$ cat src/rtl/matrix_scan_decoder.sv
// matrix_scan_decoder: captures an 8x8 LED matrix from a column-scanned bus and decodes a pair
// of active-low 7-segment digits into BCD and binary.
//
// Ports:
//   clk, rst_n     - clock; asynchronous active-low reset
//   sample_en      - sample row/col this cycle and advance the frame counter
//   row, col       - row data for the one-hot column selected by col
//   tens, units    - active-low 7-segment codes, decoded every cycle
//   frame_ready    - consumer accepts frame_data
//   frame_data     - captured frame, column k at [8k+7:8k]
//   frame_valid    - frame_data holds an unconsumed frame
//   frame_overrun  - sticky: an unconsumed frame was overwritten
//   bad_col_cnt    - saturating count of non-one-hot col samples
//   score_bcd      - {tens, units} BCD digits
//   score_bin      - tens*10 + units
//   score_blank    - a digit input carries the blank code
//   score_err      - a digit input carries an illegal code
module matrix_scan_decoder #(
  parameter int unsigned FRAME_CYCLES = 16
) (
  input  logic        clk,
  input  logic        rst_n,
  input  logic        sample_en,
  input  logic [7:0]  row,
  input  logic [7:0]  col,
  input  logic [7:0]  tens,
  input  logic [7:0]  units,
  input  logic        frame_ready,
  output logic [63:0] frame_data,
  output logic        frame_valid,
  output logic        frame_overrun,
  output logic [7:0]  bad_col_cnt,
  output logic [7:0]  score_bcd,
  output logic [6:0]  score_bin,
  output logic        score_blank,
  output logic        score_err
);

  localparam logic [7:0] LastCnt = 8'(FRAME_CYCLES - 1);

  // Returns {err, blank, digit}.
  function automatic logic [5:0] seg_decode(input logic [7:0] code);
    logic [5:0] res;
    res = 6'b000000;
    case (code)
      8'hC0:   res[3:0] = 4'd0;
      8'hF9:   res[3:0] = 4'd1;
      8'hA4:   res[3:0] = 4'd2;
      8'hB0:   res[3:0] = 4'd3;
      8'h99:   res[3:0] = 4'd4;
      8'h92:   res[3:0] = 4'd5;
      8'h82:   res[3:0] = 4'd6;
      8'hF8:   res[3:0] = 4'd7;
      8'h80:   res[3:0] = 4'd8;
      8'h90:   res[3:0] = 4'd9;
      8'hFF:   res[4]   = 1'b1;
      default: res[5]   = 1'b1;
    endcase
    return res;
  endfunction

  logic [7:0]  cnt_q, cnt_d;
  logic [63:0] shadow_q, shadow_d;
  logic [63:0] frame_data_q, frame_data_d;
  logic        frame_valid_q, frame_valid_d;
  logic        frame_overrun_q, frame_overrun_d;
  logic [7:0]  bad_col_cnt_q, bad_col_cnt_d;
  logic [7:0]  score_bcd_q, score_bcd_d;
  logic [6:0]  score_bin_q, score_bin_d;
  logic        score_blank_q, score_blank_d;
  logic        score_err_q, score_err_d;

  logic        col_onehot;
  logic        complete;
  logic [63:0] contrib;
  logic [63:0] merged;
  logic [5:0]  tens_dec, units_dec;

  always_comb begin
    col_onehot = (col != 8'h00) && ((col & (col - 8'h01)) == 8'h00);
    for (int k = 0; k < 8; k++) begin
      contrib[8*k +: 8] = (sample_en && col_onehot && col[k]) ? row : 8'h00;
    end
    complete = sample_en && (cnt_q == LastCnt);
    // The completing sample's own contribution belongs to the frame being closed.
    merged   = shadow_q | contrib;

    cnt_d    = cnt_q;
    shadow_d = shadow_q;
    if (sample_en) begin
      if (complete) begin
        cnt_d    = 8'h00;
        shadow_d = '0;
      end else begin
        cnt_d    = cnt_q + 8'h01;
        shadow_d = merged;
      end
    end

    frame_data_d    = complete ? merged : frame_data_q;
    frame_valid_d   = complete || (frame_valid_q && !frame_ready);
    frame_overrun_d = frame_overrun_q || (complete && frame_valid_q && !frame_ready);

    bad_col_cnt_d = bad_col_cnt_q;
    if (sample_en && !col_onehot && (bad_col_cnt_q != 8'hFF)) begin
      bad_col_cnt_d = bad_col_cnt_q + 8'h01;
    end

    tens_dec      = seg_decode(tens);
    units_dec     = seg_decode(units);
    score_bcd_d   = {tens_dec[3:0], units_dec[3:0]};
    score_bin_d   = 7'(tens_dec[3:0]) * 7'd10 + 7'(units_dec[3:0]);
    score_blank_d = tens_dec[4] | units_dec[4];
    score_err_d   = tens_dec[5] | units_dec[5];
  end

  always_ff @(posedge clk or negedge rst_n) begin
    if (!rst_n) begin
      cnt_q           <= 8'h00;
      shadow_q        <= '0;
      frame_data_q    <= '0;
      frame_valid_q   <= 1'b0;
      frame_overrun_q <= 1'b0;
      bad_col_cnt_q   <= 8'h00;
      score_bcd_q     <= 8'h00;
      score_bin_q     <= 7'h00;
      score_blank_q   <= 1'b0;
      score_err_q     <= 1'b0;
    end else begin
      cnt_q           <= cnt_d;
      shadow_q        <= shadow_d;
      frame_data_q    <= frame_data_d;
      frame_valid_q   <= frame_valid_d;
      frame_overrun_q <= frame_overrun_d;
      bad_col_cnt_q   <= bad_col_cnt_d;
      score_bcd_q     <= score_bcd_d;
      score_bin_q     <= score_bin_d;
      score_blank_q   <= score_blank_d;
      score_err_q     <= score_err_d;
    end
  end

  assign frame_data    = frame_data_q;
  assign frame_valid   = frame_valid_q;
  assign frame_overrun = frame_overrun_q;
  assign bad_col_cnt   = bad_col_cnt_q;
  assign score_bcd     = score_bcd_q;
  assign score_bin     = score_bin_q;
  assign score_blank   = score_blank_q;
  assign score_err     = score_err_q;

endmodule

$ cat config.mk
export PLATFORM = sky130hd
export DESIGN_NAME = matrix_scan_decoder
export DESIGN_NICKNAME = d
export VERILOG_FILES = /design/src/rtl/matrix_scan_decoder.sv
export SDC_FILE = /design/constraint.sdc
export NUM_CORES = 1
export LEC_CHECK = 0
export CAP_MARGIN = 10
export CORE_ASPECT_RATIO = 0.7
export CORE_UTILIZATION = 25
export DETAILED_ROUTE_END_ITERATION = 7
export GPL_TIMING_DRIVEN = 1
export PLACE_DENSITY = 0.42
export SYNTH_ARGS = -nofsm -noshare
export SYNTH_HDL_FRONTEND = slang
export SYNTH_SLANG_ARGS = --single-unit
export TNS_END_PERCENT = 10
$ cat constraint.sdc
create_clock -name clk -period 2 [get_ports clk]
set_clock_uncertainty 0.05 [all_clocks]
set_input_delay 0.3 -clock clk [delete_from_list [all_inputs] [get_ports clk]]
set_output_delay 0.3 -clock clk [all_outputs]
set_load 0.02 [all_outputs]
==> flow_summary_export.csv, run 1 <==
group,metric,value,unit
outcome,outcome,"finished with violations",
outcome,violations,"negative setup slack",
final_layout,final_cell_area,0.00968,mm^2
setup_path,reg2regPathDepth,7,
final_layout,fin_nets,867,
synthesis,ys_seq_area_share,60.7,%
place,placed_area,0.00885,mm^2
synthesis,synth-seq-cells,162,
sta,final_max_slew_viol_count,0,
detailed_routing,wl_met1,9.55,mm
global_routing,overflow,0,
synthesis,syn-num-nets,673,
min_path,hold_depth,3,
sta,setup_ws,-0.0226,ns
floorplanning,die_h,139,um
job,maxCapViolations,0,
power,power,0.00909,W
place,io_buffer_count,126,
synthesis,ys.flop_type,"dfrtp_1",
synthesis,synth_cell_types,54,
detailed_routing,dr.pass1.iters,4,
detailed_routing,viasPerCell,4.44,
power,p_per_area,938,mW/mm^2
floorplanning,fp.dieArea,0.0274,mm^2
detailed_routing,routed_wl,19.3,mm
setup_path,cp-end-kind,"register",
power,power_leakage,4.39,nW
synthesis,async_flop_share,100,%
detailed_routing,highest_layer,"met4",
synthesis,syn_avg_cell_area,10.7,um^2
detailed_routing,routedWlPerCell,16.2,um
synthesis,ys_warn_count,0,
detailed_routing,ant_nets,0,
setup_path,critPathKind,"in -> reg",
floorplanning,pin_count,127,
final_layout,syn2layout_area_growth,44.9,%
sta,finalSetupViolations,1,
cts,clockBufferDepth,2,
cts,cts_sinks,162,
place,place_ws,-1.03,ns
sta,timing.final.crit_share,101,%
setup_path,path_max_fanout,7,
cts,h-tree-depth,4,
sta,fin_worst_hold_slack,0.175,ns
place,gp_congestion,0.759,
cts,cts_root_buffer,"clkbuf_16",
cts,cts_tree,"done",
global_routing,antenna_found_initial,0,
detailed_routing,wl_met2,8.78,mm
setup_path,cp.arrival,2.31,ns
synthesis,netlist_area,0.00668,mm^2
sta,rsz0062_at_grt,"true",
detailed_routing,drc,0,
floorplanning,die_w,197,um
floorplanning,row_count,49,
sta,worst_pin_slew,0.581,ns
cts,cts_buffers,17,
global_routing,grt_max_degree,71,
sta,fmax,0.494,GHz
setup_path,required,2.29,ns
global_routing,grt_pass1_wl,30.9,mm
cts,clkLatencyLatePin,0.42,ns
detailed_routing,drt_iter0_drc,311,
floorplanning,coreArea,0.0259,mm^2
sta,final_hold_viol_count,0,
global_routing,grt_pass1_vias,5419,
floorplanning,initial_core_util,25.8,%
detailed_routing,route.met3.wl,763,um
sta,min_period,2.02,ns
synthesis,synthCells,627,
global_routing,grt_use_total,14.7,%
setup_path,critPathLaunchType,"input pin",
detailed_routing,vias,5292,
final_layout,layout-drive-gt1-share,19.3,%
synthesis,synth_edf_count,0,
sta,relSlewSlack,61.1,%
power,vdd_drop_max,638,uV
cts,clk_pin_slew,0.07,ns
final_layout,antenna_cells,0,
min_path,hold_class,"in -> reg",
place,dp_hpwl,13.6,mm
cell usage after synthesis (3+ instances only):
| master | count | share of area (%) |
|---|---|---|
| nand2b_1 | 3 | 0.28 |
| mux2i_1 | 16 | 2.4 |
| nor3b_1 | 5 | 0.56 |
| a21oi_1 | 37 | 2.8 |
| o21ai_0 | 13 | 0.97 |
| nand4_1 | 9 | 0.84 |
| clkbuf_1 | 13 | 0.73 |
| nand3_1 | 15 | 1.1 |
| or3_1 | 3 | 0.28 |
| nand3b_1 | 3 | 0.34 |
| buf_6 | 8 | 1.3 |
| nor2_1 | 64 | 3.6 |
| ha_1 | 8 | 1.5 |
| buf_2 | 6 | 0.45 |
| xnor2_1 | 12 | 1.6 |
| and3_1 | 4 | 0.37 |
| dfrtp_1 | 162 | 61 |
| a31oi_1 | 17 | 1.6 |
| nand2_1 | 90 | 5.1 |
| nor3b_2 | 4 | 0.75 |
| inv_1 | 5 | 0.28 |
| o21ai_1 | 80 | 6.0 |
| xor2_1 | 11 | 1.4 |
worst paths after layout:
check                          startpoint        endpoint  slack, ns
setup reg to reg           bad_col_cnt[0]  bad_col_cnt[1]       0.09
hold reg to reg                  cnt_q[7]        cnt_q[7]       0.42
hold / removal                    tens[1]     score_blank       0.17
max in group asynchronous           rst_n    score_bcd[3]       0.98
min in group asynchronous           rst_n  frame_data[12]       0.32
setup / recovery                  tens[0]    score_bin[6]      -0.02
routing by layer:
layer | vias to the layer above | global-route usage (%)
met1 | 2615 | 20.9
li1 | 2561 | -
met3 | 12 | 2.94
met4 | 0 | 3.92
met5 | - | 0
met2 | 104 | 22.6
where the power goes:
group,switching (W),internal (W),total [W]
Clock,0.00136,0.00204,0.00340
Combinational,0.000937,0.000818,0.00175
Sequential,0.000268,0.00367,0.00393
Total,0.00257,0.00652,0.00909
final cells by class:
type	instances	area, um^2
clock inverter	12	155
fill	2571	16200
tap	357	447
multi-input combinational	428	2590
sequential	162	4050
timing repair buffer	207	1960
clock buffer	20	457
inverter	5	18.8
metrics by stage:
| stage | instances | utilization (%) | TNS, ns |
|---|---|---|---|
| floorplan | 627 | - | -0.555 |
| global placement | 1149 | 34.1 | -24.28 |
| detailed placement | 1149 | 34.1 | -29.39 |
| CTS | 1185 | 36.7 | -0.0878 |
| global route | 1191 | 37.3 | -0.171 |
| finish | 1191 | 37.3 | -0.0226 |
critical path, cell delays in order:
cell	delay, ns
buf_2	0.16
nor4b_4	0.33
a32oi_2	0.17
nand2_2	0.13
ha_4	0.22
ha_4	0.15
inv_2	0.05
fa_1	0.44
nor3b_2	0.21
xnor2_1	0.15
placed cells by master (no fill, tap or decap), types with 4 or more instances in the layout:
cell | netlist | routed
a21oi_1 | 37 | 33
a21oi_2 | 1 | 5
a31oi_1 | 17 | 17
and3_1 | 4 | 4
buf_12 | 0 | 7
buf_2 | 6 | 4
buf_4 | 2 | 72
clkbuf_16 | 0 | 17
clkdlybuf4s50_1 | 0 | 111
dfrtp_1 | 162 | 162
dlygate4sd2_1 | 0 | 4
ha_1 | 8 | 5
inv_1 | 5 | 4
mux2i_1 | 16 | 16
nand2_1 | 90 | 88
nand3_1 | 15 | 13
nand4_1 | 9 | 9
nor2_1 | 64 | 62
nor3b_2 | 4 | 6
o21ai_0 | 13 | 13
o21ai_1 | 80 | 80
xnor2_1 | 12 | 12
xor2_1 | 11 | 10
flip-flops by register name, indices dropped and copies added, names as in the netlist:
register,count
frame_data,64
shadow_q,64
score_bcd,7
frame_overrun,1
score_blank,1
cnt_q,8
bad_col_cnt,8
score_err,1
score_bin,7
frame_valid,1
cells by family after synthesis:
logic type	count (synthesis)	synth area share, %
compound gates	158	12.6
xor+xnor	23	3.01
fa+ha+maj	10	2.10
buf+inv	37	3.22
flops	162	60.7
mux	18	2.79
simple gates	219	15.6
repair_timing:
| item | CTS | global route |
|---|---|---|
| setup endpoints to repair | 6 | 47 |
| pin swaps | 14 | 20 |
| hold buffers | 1 | 0 |
| gates resized for setup | 54 | 26 |
| setup buffers | 3 | 6 |
| endpoints found under the hold margin | 38 | 0 |
No activity file was read; power rests on OpenSTA's default activity.
==> inputs of run 2 (changes only) <==
Settings changed: CELL_PAD_IN_SITES_DETAIL_PLACEMENT from default to 0, CELL_PAD_IN_SITES_GLOBAL_PLACEMENT from default to 1, GPL_ROUTABILITY_DRIVEN from default to 0, PLACE_DENSITY 0.42 to 0.52.
==> run 2 against run 1 <==
Compared with the run above:
- the flow still finishes with violations (negative setup slack)
- non-clock buffer count fell by 2
- cell area fell by 1.6%
- clock-buffer cell count fell by 1
- clock power fell by 8.5%
- worst setup slack got worse by 0.047 ns
- critical endpoint unchanged
==> flow_summary_export.csv, run 2 (synthesis gave the netlist of run 1 again) <==
group,metric,value,unit
outcome,outcome,"finished with violations",
outcome,violations,"negative setup slack",
sta,worst_pin_slew,0.550,ns
setup_path,critPathKind,"in -> reg",
cts,clk_pin_slew,0.08,ns
setup_path,critPathLaunchType,"input pin",
cts,cts_buffers,17,
floorplanning,die_h,139,um
sta,fin_worst_hold_slack,0.182,ns
place,dp_hpwl,13.7,mm
final_layout,fill_cells,2581,
sta,finalSetupViolations,2,
cts,h-tree-depth,4,
sta,final_max_slew_viol_count,0,
cts,cts_sinks,162,
floorplanning,initial_core_util,25.8,%
final_layout,fin_util,36.7,%
detailed_routing,dr.pass1.iters,5,
power,switching_share,30.0,%
cts,cts_tree,"done",
final_layout,regArea,0.00405,mm^2
sta,setup_ws,-0.0696,ns
setup_path,path_max_fanout,2,
place,placed_area,0.00885,mm^2
detailed_routing,drc,0,
final_layout,final_cell_area,0.00953,mm^2
power,p_int,0.00614,W
detailed_routing,routed_wl,19.4,mm
final_layout,layout-drive-gt1-share,18.1,%
global_routing,grt_pass1_vias,5586,
sta,timing.final.crit_share,103,%
final_layout,antenna_cells,0,
setup_path,cp-end-kind,"register",
global_routing,grt_use_total,14.9,%
sta,rsz0062_at_grt,"true",
final_layout,final_common_cell,"dfrtp_1",
cts,clkLatencyLatePin,0.42,ns
cts,clockBufferDepth,2,
sta,relSlewSlack,63.2,%
floorplanning,row_count,49,
detailed_routing,drt_iter0_drc,268,
setup_path,cp.arrival,2.37,ns
power,clockPowerShare,35.5,%
detailed_routing,viasPerCell,4.51,
cts,cts_root_buffer,"clkbuf_16",
detailed_routing,vias,5364,
place,io_buffer_count,126,
global_routing,overflow,0,
sta,min_period,2.07,ns
job,maxCapViolations,0,
sta,final_hold_viol_count,0,
setup_path,slowest_delay,0.44,ns
final_layout,syn2layout_area_growth,42.5,%
floorplanning,fp.dieArea,0.0274,mm^2
detailed_routing,ant_nets,0,
sta,fmax,0.483,GHz
power,power_leakage,4.35,nW
setup_path,required,2.30,ns
power,seqPwrFrac,44.8,%
final_layout,fin_nets,865,
global_routing,grt_pass1_wl,31.1,mm
floorplanning,die_w,197,um
min_path,hold_class,"in -> reg",
setup_path,path_cells,"buf_6, buf_6, nor4b_4, a32oi_2, nand2_1, ha_1, ha_2, inv_2, fa_1, nor3b_2, xnor2_1",
global_routing,grt_max_degree,63,
detailed_routing,routedWlPerCell,16.3,um
power,switching_power,0.00263,W
power,power_frac_comb,19.7,%
setup_path,cpMostUsedCell,"buf_6",
global_routing,antenna_found_initial,0,
final_layout,multi_input_area,0.00253,mm^2
power,power,0.00877,W
power,vdd_drop_max,554,uV
floorplanning,pin_count,127,
setup_path,worst_path_max_delay_cell,"fa_1",
power,p_per_area,921,mW/mm^2
final_layout,layout_common_cells,"dfrtp_1, clkdlybuf4s50_1, nand2_1",
floorplanning,coreArea,0.0259,mm^2
==> run 2: cell types whose count changed in the layout (fill, tap and decap cells not counted), sizes merged <==
| cell | delta |
|---|---|
| dlymetal6s2s | +1 |
| bufinv | -3 |
| dlygate4sd2 | -3 |
| buf | -2 |
| inv | +6 |
| clkdlybuf4s15 | -1 |
| clkinvlp | +1 |
| clkinv | -3 |
| clkdlybuf4s50 | +3 |
| clkbuf | -1 |
==> run 2: metrics by stage <==
step | TNS [ns] | instances | setup slack (ns)
2_1_floorplan | -0.555 | 627 | -0.334
3_3_place_gp | -18.44 | 1147 | -0.846
3_5_place_dp | -22.23 | 1147 | -1.04
4_1_cts | -0.0508 | 1185 | -0.0262
5_1_grt | -0.237 | 1189 | -0.130
6_report | -0.118 | 1189 | -0.0696
==> run 2: power by group through the flow <==
stage | Combinational [W] | Clock, W | Sequential [W]
3_3_place_gp | 0.00171 | 0 | 0.00397
5_1_grt | 0.00189 | 0.00334 | 0.00398
6_report | 0.00173 | 0.00311 | 0.00393
4_1_cts | 0.00176 | 0.00320 | 0.00394
2_1_floorplan | 0.000605 | 0 | 0.00420
3_5_place_dp | 0.00174 | 0 | 0.00399
==> run 2: timing repair <==
action                                  4_1_cts  5_1_grt
hold buffers                                  1        0
endpoints found under the setup margin        5        4
resized for setup                            49        6
hold endpoints to repair                     38        0
setup buffers                                 5        4
pin swaps                                    11       12
==> run 2: worst paths after layout <==
kind	from	to	slack (ns)	cells past startpoint
max in group asynchronous	rst_n	shadow_q[53]	1.00	3
max	tens[4]	score_bin[6]	-0.07	11
max reg2reg	bad_col_cnt[0]	bad_col_cnt[1]	0.14	6
min reg2reg	frame_overrun	frame_overrun	0.42	1
min	tens[1]	score_blank	0.18	3
min in group asynchronous	rst_n	frame_data[33]	0.32	2
==> run 2: critical path: cells and delay by family <==
| family | cells | cell delay (ns) |
|---|---|---|
| buffers and inverters | 3 | 0.26 |
| AO/OA/AOI/OAI | 1 | 0.18 |
| AND/OR/NAND/NOR | 3 | 0.65 |
| adder cells (fa/ha/maj) | 3 | 0.85 |
| XOR/XNOR | 1 | 0.13 |
==> run 2: routing by layer <==
| metal | global-route usage, % | part of all wire [%] | vias up |
|---|---|---|---|
| met5 | 0 | 0 | - |
| met4 | 4.61 | 1.6 | 0 |
| met3 | 2.97 | 4.3 | 24 |
| met2 | 21.4 | 43 | 122 |
| met1 | 22.2 | 51 | 2674 |
| li1 | - | - | 2544 |
==> run 2: layout make-up <==
| class | count | area share [%] |
|---|---|---|
| Tap cell | 357 | 4.69 |
| Timing Repair Buffer | 205 | 20.1 |
| Inverter | 5 | 0.197 |
| Multi-Input combinational cell | 428 | 26.5 |
| Clock inverter | 13 | 1.23 |
| Clock buffer | 19 | 4.65 |
| Sequential cell | 162 | 42.6 |
==> inputs of run 3 (changes only) <==
==> constraint.sdc (replaced) <==
create_clock -name clk -period 2.3 [get_ports clk]
set_clock_uncertainty 0.05 [all_clocks]
set_input_delay 0.345 -clock clk [delete_from_list [all_inputs] [get_ports clk]]
set_output_delay 0.345 -clock clk [all_outputs]
set_load 0.05 [all_outputs]
==> run 3 against run 2 <==
Compared with the run above:
- combinational power up 12%
- largest cell class unchanged
- via count fell by 0.67%
- utilization fell by 0.49 points
- global-route usage is 0.31 points lower
- clock power shrank 4%
- the flow now finishes without violations
- sequential share of layout area increased by 0.57 points
- worst hold slack improved by 0.10 ns
==> flow_summary_export.csv, run 3 (synthesis gave the netlist of run 1 again) <==
group,metric,value,unit
sta,fmax,0.448,GHz
detailed_routing,drt_iter0_drc,315,
final_layout,antenna_cells,0,
power,vdd_drop_max,520,uV
floorplanning,pin_count,127,
floorplanning,initial_core_util,25.8,%
setup_path,cp-end-kind,"register",
floorplanning,coreArea,0.0259,mm^2
power,power_leakage,4.26,nW
place,dp_hpwl,13.4,mm
global_routing,grt_max_degree,80,
final_layout,fin_nets,846,
setup_path,cp.arrival,2.54,ns
final_layout,fill_cells,2596,
detailed_routing,route.met3.wl,1.01,mm
power,clockPowerShare,35.9,%
min_path,holdCritStartpoint,"tens[1]",
sta,tns,0,ns
min_path,hold_depth,3,
setup_path,critPathKind,"in -> reg",
cts,clkLatencyLatePin,0.43,ns
sta,relSlewSlack,54.9,%
detailed_routing,wl_met2,8.06,mm
place,placed_area,0.00871,mm^2
setup_path,critPathLaunchType,"input pin",
setup_path,crit_family,"adder cells",
power,power_frac_comb,23.2,%
detailed_routing,viasPerCell,4.56,
setup_path,rr_startpoint,"bad_col_cnt[0]",
global_routing,grt_pass1_wl,30.3,mm
final_layout,fin_util,36.2,%
floorplanning,die_h,139,um
setup_path,setup.worst_path.start,"tens[2]",
final_layout,final_cell_area,0.00940,mm^2
global_routing,antenna_found_initial,0,
power,switching_share,31.6,%
setup_path,critical_path_buf_inv_count,2,
global_routing,grt_use_total,14.5,%
setup_path,slowest_delay,0.45,ns
power,switching_power,0.00264,W
cts,clockBufferDepth,2,
setup_path,path_cells,"clkdlybuf4s15_1, nor2_4, nor4b_4, a32oi_2, nand2_1, ha_1, ha_2, inv_2, fa_1, nor3b_2, xnor2_1",
setup_path,required,2.60,ns
power,seqPwrFrac,41.0,%
final_layout,syn2layout_area_growth,40.6,%
detailed_routing,dr.pass1.iters,6,
detailed_routing,vias,5328,
min_path,hold_class,"in -> reg",
sta,final_hold_viol_count,0,
floorplanning,die_w,197,um
outcome,outcome,"finished clean",
setup_path,cp.depth,11,
setup_path,reg2regPathDepth,6,
detailed_routing,wl_met1,10.1,mm
final_layout,layout_common_cells,"dfrtp_1, clkdlybuf4s50_1, nand2_1",
power,p_int,0.00570,W
detailed_routing,highest_layer,"met4",
detailed_routing,drc,0,
floorplanning,row_count,49,
sta,min_period,2.23,ns
sta,timing.final.crit_share,97.1,%
global_routing,grt_pass1_vias,5352,
global_routing,overflow,0,
job,maxCapViolations,0,
cts,cts_buffers,17,
cts,cts_root_buffer,"clkbuf_16",
detailed_routing,ant_nets,0,
cts,cts_tree,"done",
detailed_routing,routed_wl,19.5,mm
sta,worst_pin_slew,0.675,ns
cts,h-tree-depth,4,
cts,clk_pin_slew,0.07,ns
floorplanning,fp.dieArea,0.0274,mm^2
cts,cts_sinks,162,
sta,finalSetupViolations,0,
setup_path,path_max_fanout,2,
detailed_routing,routedWlPerCell,16.7,um
setup_path,worst_path_max_delay_cell,"fa_1",
power,p_per_area,887,mW/mm^2
power,power,0.00833,W
sta,final_max_slew_viol_count,0,
place,io_buffer_count,126,
final_layout,layout-drive-gt1-share,15.0,%
final_layout,final_common_cell,"dfrtp_1",
## run 3: per-layer routing
metal / GRT usage [%] / up-vias
met4: 5.14 / 0
met1: 22.4 / 2641
li1: - / 2520
met5: 0 / -
met3: 3.57 / 24
met2: 19.3 / 143
## run 3: repair_timing
action	CTS	global route
endpoints found under the hold margin	29	0
pin swaps	8	12
setup endpoints to repair	3	3
hold buffers	1	0
gates resized for setup	12	21
setup buffers	4	3
## run 3: tightest hold or removal path: stages
cell and delay (ns):
clkbuf_2 0.20, nand3_1 0.14, nand2_1 0.05
## run 3: power by group through the flow
stage | Sequential (W) | Combinational [W] | Clock, W
2_1_floorplan | 0.00409 | 0.000527 | 0
3_3_place_gp | 0.00346 | 0.00191 | 0
3_5_place_dp | 0.00347 | 0.00194 | 0
4_1_cts | 0.00342 | 0.00195 | 0.00306
5_1_grt | 0.00346 | 0.00206 | 0.00319
6_report | 0.00341 | 0.00193 | 0.00299
## run 3: cell type report
class | instances | area (um^2) | share of cell area [%]
Clock buffer | 20 | 447 | 4.75
Clock inverter | 10 | 159 | 1.69
Inverter | 5 | 18.8 | 0.200
Multi-Input combinational cell | 428 | 2510 | 26.7
Sequential cell | 162 | 4050 | 43.1
Tap cell | 357 | 447 | 4.75
Timing Repair Buffer | 186 | 1760 | 18.8
## run 3: path summary, 6_finish.rpt
check / slack [ns] / end
setup / recovery: 0.07 / score_bin[6]
hold / removal: 0.29 / score_blank
setup reg to reg: 0.45 / bad_col_cnt[1]
hold reg to reg: 0.42 / cnt_q[7]
max in group asynchronous: 1.14 / frame_data[11]
min in group asynchronous: 0.32 / frame_data[32]
## run 3: stage by stage
step / setup WS, ns / std cells / hold WS, ns
after floorplan: -0.0794 / 627 / -0.000591
after global placement: -0.590 / 1130 / 0.204
after detailed placement: -0.755 / 1130 / 0.208
after CTS: 0.0207 / 1165 / 0.323
after global routing: -0.0245 / 1168 / 0.327
final: 0.0666 / 1168 / 0.286
